**src/rtl/rec_player.sv**
```systemverilog
// rec_player: playback sequencer between the note record memory
// and the tone generator.
//
// Ports:
//   clk, rst_n            clock, async active-low reset
//   start/stop/pause/loop playback controls
//   rec_len               number of valid entries
//   rec_rw/rec_en/rec_cnt memory read strobe and index
//   *_r                   memory read data
//   tone_*                current note to the tone generator
//   busy, done            status; done is a one-cycle pulse
module rec_player #(
  parameter int REC_CNT_BITS   = 5,
  parameter int OCTAVE_BITS    = 2,
  parameter int NOTE_BITS      = 3,
  parameter int LENGTH_BITS    = 3,
  parameter int FULL_NOTE_BITS = 2,
  parameter int TICK_DIV       = 12_500_000,
  parameter int GAP_CYCLES     = 1_000_000
) (
  input  logic                      clk,
  input  logic                      rst_n,
  input  logic                      start,
  input  logic                      stop,
  input  logic                      pause,
  input  logic                      loop,
  input  logic [REC_CNT_BITS:0]     rec_len,
  output logic                      rec_rw,
  output logic                      rec_en,
  output logic [REC_CNT_BITS-1:0]   rec_cnt,
  input  logic [OCTAVE_BITS-1:0]    octave_r,
  input  logic [NOTE_BITS-1:0]      note_r,
  input  logic [LENGTH_BITS-1:0]    length_r,
  input  logic [FULL_NOTE_BITS-1:0] full_note_r,
  output logic                      tone_en,
  output logic [OCTAVE_BITS-1:0]    tone_octave,
  output logic [NOTE_BITS-1:0]      tone_note,
  output logic [FULL_NOTE_BITS-1:0] tone_full_note,
  output logic                      busy,
  output logic                      done
);

  localparam int DUR_W = LENGTH_BITS + $clog2(TICK_DIV);
  localparam logic [DUR_W-1:0] TICK_V = DUR_W'(TICK_DIV);
  localparam logic [DUR_W-1:0] GAP_V  = DUR_W'(GAP_CYCLES);

  localparam logic [2:0] S_IDLE     = 3'd0;
  localparam logic [2:0] S_FETCH_LO = 3'd1;
  localparam logic [2:0] S_FETCH_HI = 3'd2;
  localparam logic [2:0] S_LATCH    = 3'd3;
  localparam logic [2:0] S_PLAY     = 3'd4;
  localparam logic [2:0] S_DONE     = 3'd5;

  logic [2:0]              state;
  logic [REC_CNT_BITS-1:0] idx;
  logic [DUR_W-1:0]        dur;

  logic [REC_CNT_BITS:0]   idx_inc;
  logic [DUR_W-1:0]        dur_load;
  logic [DUR_W-1:0]        dur_dec;
  logic                    run;
  logic                    last;
  logic                    note_end;
  logic                    term;
  logic                    eol;

  assign rec_rw = 1'b0;

  // One extra bit so a full-depth list ends on idx+1 == 2^N.
  assign idx_inc  = {1'b0, idx} + (REC_CNT_BITS+1)'(1);
  assign last     = (idx_inc == rec_len);
  assign dur_load = DUR_W'(length_r) * TICK_V;
  assign dur_dec  = dur - DUR_W'(1);
  assign run      = !pause;
  assign note_end = (state == S_PLAY) && run && (dur <= DUR_W'(1));
  // A zero-length entry terminates the list early.
  assign term     = (state == S_LATCH) && run && (length_r == '0);
  assign eol      = term || (note_end && last);

  always_ff @(posedge clk or negedge rst_n) begin
    if (!rst_n) begin
      state          <= S_IDLE;
      idx            <= '0;
      dur            <= '0;
      rec_en         <= 1'b0;
      rec_cnt        <= '0;
      tone_en        <= 1'b0;
      tone_octave    <= '0;
      tone_note      <= '0;
      tone_full_note <= '0;
      busy           <= 1'b0;
      done           <= 1'b0;
    end else begin
      done <= 1'b0;
      if (stop) begin
        state          <= S_IDLE;
        idx            <= '0;
        dur            <= '0;
        rec_en         <= 1'b0;
        tone_en        <= 1'b0;
        tone_octave    <= '0;
        tone_note      <= '0;
        tone_full_note <= '0;
        busy           <= 1'b0;
      end else begin
        if (state == S_LATCH && run) begin
          tone_octave    <= octave_r;
          tone_note      <= note_r;
          tone_full_note <= full_note_r;
        end
        if (eol) begin
          tone_en <= 1'b0;
          rec_en  <= 1'b0;
          if (loop) begin
            state   <= S_FETCH_LO;
            idx     <= '0;
            rec_cnt <= '0;
          end else begin
            state <= S_DONE;
            done  <= 1'b1;
            busy  <= 1'b0;
          end
        end else begin
          case (state)
            S_IDLE, S_DONE: begin
              if (start) begin
                if (rec_len == '0) begin
                  state <= S_DONE;
                  done  <= 1'b1;
                end else begin
                  state   <= S_FETCH_LO;
                  idx     <= '0;
                  rec_cnt <= '0;
                  rec_en  <= 1'b0;
                  busy    <= 1'b1;
                end
              end
            end
            S_FETCH_LO: begin
              if (run) begin
                state  <= S_FETCH_HI;
                rec_en <= 1'b1;
              end
            end
            S_FETCH_HI: begin
              if (run) state <= S_LATCH;
            end
            S_LATCH: begin
              if (run) begin
                dur     <= dur_load;
                tone_en <= (dur_load > GAP_V);
                state   <= S_PLAY;
              end
            end
            S_PLAY: begin
              if (!run) begin
                tone_en <= 1'b0;
              end else if (note_end) begin
                idx     <= idx_inc[REC_CNT_BITS-1:0];
                rec_cnt <= idx_inc[REC_CNT_BITS-1:0];
                rec_en  <= 1'b0;
                tone_en <= 1'b0;
                state   <= S_FETCH_LO;
              end else begin
                dur     <= dur_dec;
                tone_en <= (dur_dec > GAP_V);
              end
            end
            default: state <= S_IDLE;
          endcase
        end
      end
    end
  end

endmodule

```
**config.mk**
```make
export PLATFORM = sky130hd
export DESIGN_NAME = rec_player
export DESIGN_NICKNAME = d
export VERILOG_FILES = /design/src/rtl/rec_player.sv
export SDC_FILE = /design/constraint.sdc
export NUM_CORES = 1
export LEC_CHECK = 0
export CORE_ASPECT_RATIO = 2
export CORE_MARGIN = 8
export CORE_UTILIZATION = 25
export CTS_BUF_LIST = sky130_fd_sc_hd__clkbuf_8
export CTS_CLUSTER_SIZE = 30
export DETAILED_ROUTE_END_ITERATION = 10
export HOLD_SLACK_MARGIN = 0.02
export SYNTH_ARGS = -nofsm -noshare
export SYNTH_HDL_FRONTEND = slang
export SYNTH_SLANG_ARGS = --single-unit
```
**constraint.sdc**
```tcl
create_clock -name clk -period 6.21 [get_ports clk]
set_clock_uncertainty 0.2 [all_clocks]
set_input_delay 1.863 -clock clk [delete_from_list [all_inputs] [get_ports clk]]
set_output_delay 1.863 -clock clk [all_outputs]
set_load 0.01 [all_outputs]
```
; Word level (Yosys, flattened, before mapping)
; Index checks and enable logic that the tools add are counted.
; W data, S select, Z words.
[op_classes]
addsub = 2
multipliers = 1
magnitude_cmp = 3
eq_ne = 25
muxes = 57
bitwise_logic = 1
reduce_logical = 26
[ops]
columns = operator, n
row1 = $mux W27, 5
row2 = $gt A27 B20 Y1 const B, 2
row3 = $pmux W27 S2, 1
row4 = $mux W3, 12
row5 = $mux W5, 7
row6 = $ne A3 B3 Y1 const B, 10
row7 = $ne A4 B4 Y1 const B, 7
row8 = $le A27 B1 Y1 const B, 1
row9 = $sub A27 B1 Y27 const B, 1
row10 = $mux W1, 24
row11 = $mul A3 B19 Y22 const B, 1
row12 = $reduce_and A6 Y1, 3
row13 = $pmux W3 S5, 1
row14 = $reduce_bool A3 Y1, 4
row15 = $pmux W5 S2, 1
row16 = $mux W2, 4
row17 = $reduce_bool A4 Y1, 2
row18 = $reduce_and A7 Y1, 1
row19 = $add A5 B1 Y6 const B, 1
row20 = $eq A3 B2 Y1 const B, 2
row21 = $eq A3 B3 Y1 const B, 2
row22 = $eq A6 B6 Y1, 1
row23 = $logic_not A3 Y1, 2
row24 = $logic_not A6 Y1, 1
row25 = other kinds (14), 19
[word_totals]
register_bits = 51
input_bits = 22
wordCells = 126

; Logic depth before layout (Yosys ltp)
[logic_depth]
ltp_word = 8
depth_mapped = 12
ltp_nobuf = 11

; Least setup slack after synthesis
; OpenSTA, ideal clock, no wires.
[synth_path]
kind = input -> register
start = input length_r[0]
end = register tone_en
setup_ns = 0.136
arrival_ns = 4.554
setup_slack_ns = 1.321
cell_stages = 11
path_buffers = 1
path_cell_list = fa_1 > ha_1 > inv_1 > fa_1 > clkbuf_1 > or2_2 > a31oi_1 > o31ai_1 > or4_1 > o31ai_1 > o211ai_1
[synth_via]
elab_chain_len = 6
[synth_rtl]
columns = item, line
row1 = start: declaration, 33  ; input logic [LENGTH_BITS-1:0] length_r,
row2 = $mul A3 B19 Y22, 72  ; assign dur_load = DUR_W'(length_r) * TICK_V;
row3 = $gt A27 B20 Y1, 151  ; tone_en <= (dur_load > GAP_V);
row4 = $mux W1, 149  ; if (run) begin
row5 = $pmux W1 S2, 124  ; case (state)
row6 = $mux W1, 111  ; if (eol) begin
row7 = $mux W1, 95  ; if (stop) begin
row8 = end signal: assignment, 151
row9 = end signal: assignment, 166  ; tone_en <= (dur_dec > GAP_V);
row10 = end: declaration, 35  ; output logic tone_en,
; Several ways; a longest one is shown, not always the timed one. The select of a mux whose other input is x is not followed.
; A chain may end at the register's enable or synchronous reset.

; Worst setup path in the final report
; Ends and elaborated chain as after synthesis.

==> flow_summary_export.csv <==
group,metric,value,unit
die,die-area,0.02198,mm^2
setup_path,worstSetupEndpointType,"register",
die,pin_count,39,
setup_path,cp-start-kind,"input pin",
clock_network,clockBufferDepth,2,
power,internal_power,563.5,uW
global_route,grt_max_degree,52,
timing,tightest_slew,0.9752,ns
timing,setup_tns,0,ns
die,initial_core_util,0.2523,
logic_synthesis,synth_sequential_area_ratio,0.2957,
power,powerDensity,186.9,mW/mm^2
cells_and_area,final_cell_mix,"nand2_1 (57), nor2_1 (55), a21oi_1 (52)",
timing,hold_viol,0,
setup_path,arrival,5.51,ns
logic_synthesis,async_flop_share,1.000,
clock_network,cts_hold_buffers,0,
power,p_switching,358.6,uW
timing,grt_setup_unrepaired,"false",
logic_synthesis,synthesis.nets,596,
clock_network,cts_tree,"built",
clock_network,cts_root_buf,"clkbuf_8",
logic_synthesis,synthDistinctLibCells,72,
logic_synthesis,yosysWarnings,0,
cells_and_area,drive_gt1_frac,0.05789,
cells_and_area,area.growth.synth_to_final,14.32,%
cells_and_area,fin_util,0.2885,
timing,period_needed,5.516,ns
power,power.share.switching,0.3889,
global_route,grt_usage,0.1194,
setup_path,cp_cell_sequence,"clkdlybuf4s50_1, fa_1, ha_1, inv_1, fa_1, or2_2, a31oi_1, o31ai_1, or4_1, o31ai_1, o211ai_1",
drt,first_pass_iters,5,
logic_synthesis,synth_edf_count,0,
timing,max_freq,181.3,MHz
drt,via_per_inst,5.479,
clock_network,cts_resized,0,
placed_design,gp_congestion,0.9092,
die,coreArea,0.01710,mm^2
clock_network,path_clk_slew,0.11,ns
setup_path,cp_slowest_stage_delay,0.67,ns
placed_design,dpl_cell_area,0.004835,mm^2
logic_synthesis,synthCells,557,
setup_path,path_class,"in -> reg",
logic_synthesis,syn_area,0.004315,mm^2
drt,ant_nets,0,
cells_and_area,final_common_cell,"nand2_1",
setup_path,crit_family,"adder cells",
placed_design,place_ws,0.3885,ns
clock_network,numCtsBuffers,5,
die,fp.dieW,108.9,um
clock_network,cts_htree_levels,2,
die,fp.dieH,201.8,um
clock_network,worstSkewPairLatency,0.32,ns
cells_and_area,antenna_cells,0,
logic_synthesis,ys_ff_latch,51,
logic_synthesis,ys.flop_type,"dfrtp_1",
timing,drv_slew,0,
drt,drtIter0Drc,302,
run,cap_viol_max_count,0,
drt,wl_per_cell,16.55,um
timing,max_slew_margin,0.3498,
setup_path,crit_fanout,9,
power,ir_drop,0.08078,mV
cells_and_area,layout.nets,608,
clock_network,cts.sinks,51,
die,rows,68,
placed_design,hpwl,9.137,mm
global_route,grt-ovfl-total,0,
setup_path,critPathBufInv,2,
timing,setup_viol,0,
outcome,outcome,"finished clean",
setup_path,slowest_stage,"fa_1",
min_path,worstHoldPathType,"reg -> reg",
timing,timing.final.crit_share,0.8883,
global_route,grt_pass1_wl,21.61,mm
power,clock_power_share,0.241,
timing,layout_setup_ws,0.6939,ns
power,power_leakage,0.001981,uW
cells_and_area,stdcell_area,0.004933,mm^2
power,combPwrFrac,0.372,
drt,totalWireLength,12.91,mm
drt,route.detailed.drc,0,
global_route,antenna_found_initial,0,
power,p_seq_frac,0.387,
placed_design,port_buffers,37,
drt,num_vias,4274,
global_route,grt_pass1_vias,4211,
clock_network,post_cts_buffers,0,
setup_path,cp.required,6.20,ns
logic_synthesis,avgSynthCellArea,7.748,um^2
==> Yosys cell counts (all sizes together) (8+ instances only) <==
library cell,instances,area (um^2)
a211oi,8,65.06
a21oi,52,260.3
clkbuf,32,120.1
dfrtp,51,1276
ha,14,175.2
inv,24,90.09
nand2,57,214.0
nand3,15,75.07
nand4,8,50.05
nor2,55,206.5
nor3,31,155.2
nor4,12,96.34
o211ai,11,96.34
o21ai,33,165.2
o31ai,8,60.06
xnor2,12,105.1
xor2,8,70.07
==> worst register-to-register path: cells and delay by family, from the launching register on <==
| family | cells | cell delay, ns |
|---|---|---|
| multiplexers | 1 | 0.41 |
| AO/OA/AOI/OAI | 3 | 0.37 |
| AND/OR/NAND/NOR | 3 | 1.90 |
| flip-flops | 1 | 0.50 |
==> through the flow <==
| stage | hold slack, ns | cells | power (uW) |
|---|---|---|---|
| after global placement | 0.2719 | 772 | 699.4 |
| after detailed placement | 0.2737 | 772 | 701.7 |
| final | 0.2966 | 780 | 922.1 |
| after global routing | 0.3283 | 780 | 978.0 |
| after floorplan | 0.3008 | 557 | 603.3 |
| after CTS | 0.3036 | 780 | 924.9 |
==> sequential cells by signal, indices dropped and copies added (netlist names) <==
signal / count
idx: 5
state: 3
tone_en: 1
rec_cnt: 5
rec_en: 1
tone_full_note: 2
done: 1
busy: 1
tone_octave: 2
dur: 27
tone_note: 3
==> kinds of logic after synthesis <==
group                      Yosys count  synth area share
AOI/OAI and AO/OA                  177            0.2726
xor gates and xnor gates            21           0.04610
adders and majority gates           17           0.05451
buffers and inverters               62           0.05770
DFF                                 51            0.2957
muxes                                4           0.01015
other                                1         0.0008690
and+or+nand+nor                    224            0.2624
==> power groups by stage <==
| stage | logic (uW) | clock network, uW | registers, uW |
|---|---|---|---|
| 2_1_floorplan | 245 | 0 | 358 |
| 3_3_place_gp | 336 | 0 | 363 |
| 3_5_place_dp | 338 | 0 | 363 |
| 4_1_cts | 341 | 227 | 357 |
| 5_1_grt | 380 | 238 | 360 |
| 6_report | 343 | 222 | 357 |
==> routing by layer <==
metal  wire, um  track usage  up-vias
li1           -            -     2061
met1       5681       0.1474     2044
met2       6237       0.1959      145
met3        709      0.02392       24
met4        277      0.04677        0
met5          0            0        -
==> path summary, 6_finish.rpt <==
kind	from	to	slack [ns]	cells past startpoint
min reg2reg	rec_cnt[0]$_DFFE_PN0P_	rec_cnt[0]$_DFFE_PN0P_	0.30	1
min in group asynchronous	rst_n	dur[7]$_DFFE_PN0P_	1.45	2
min	rec_cnt[0]$_DFFE_PN0P_	rec_cnt[0]$_DFFE_PN0P_	0.30	1
max	length_r[0]	tone_en$_DFFE_PN0P_	0.69	11
max in group asynchronous	rst_n	dur[2]$_DFFE_PN0P_	3.88	2
max reg2reg	dur[7]$_DFFE_PN0P_	tone_en$_DFFE_PN0P_	2.76	7
==> final cells by class <==
cell class                      instances  area, um^2
Sequential cell                        51        1276
Multi-Input combinational cell        444        2795
Clock buffer                            6       82.58
Timing Repair Buffer                   43       410.4
Clock inverter                          2       16.27
Inverter                               24       90.09
Tap cell                              210       262.8
Fill cell                            1818       12170
Note: power is estimated with default switching activity, not from simulation.
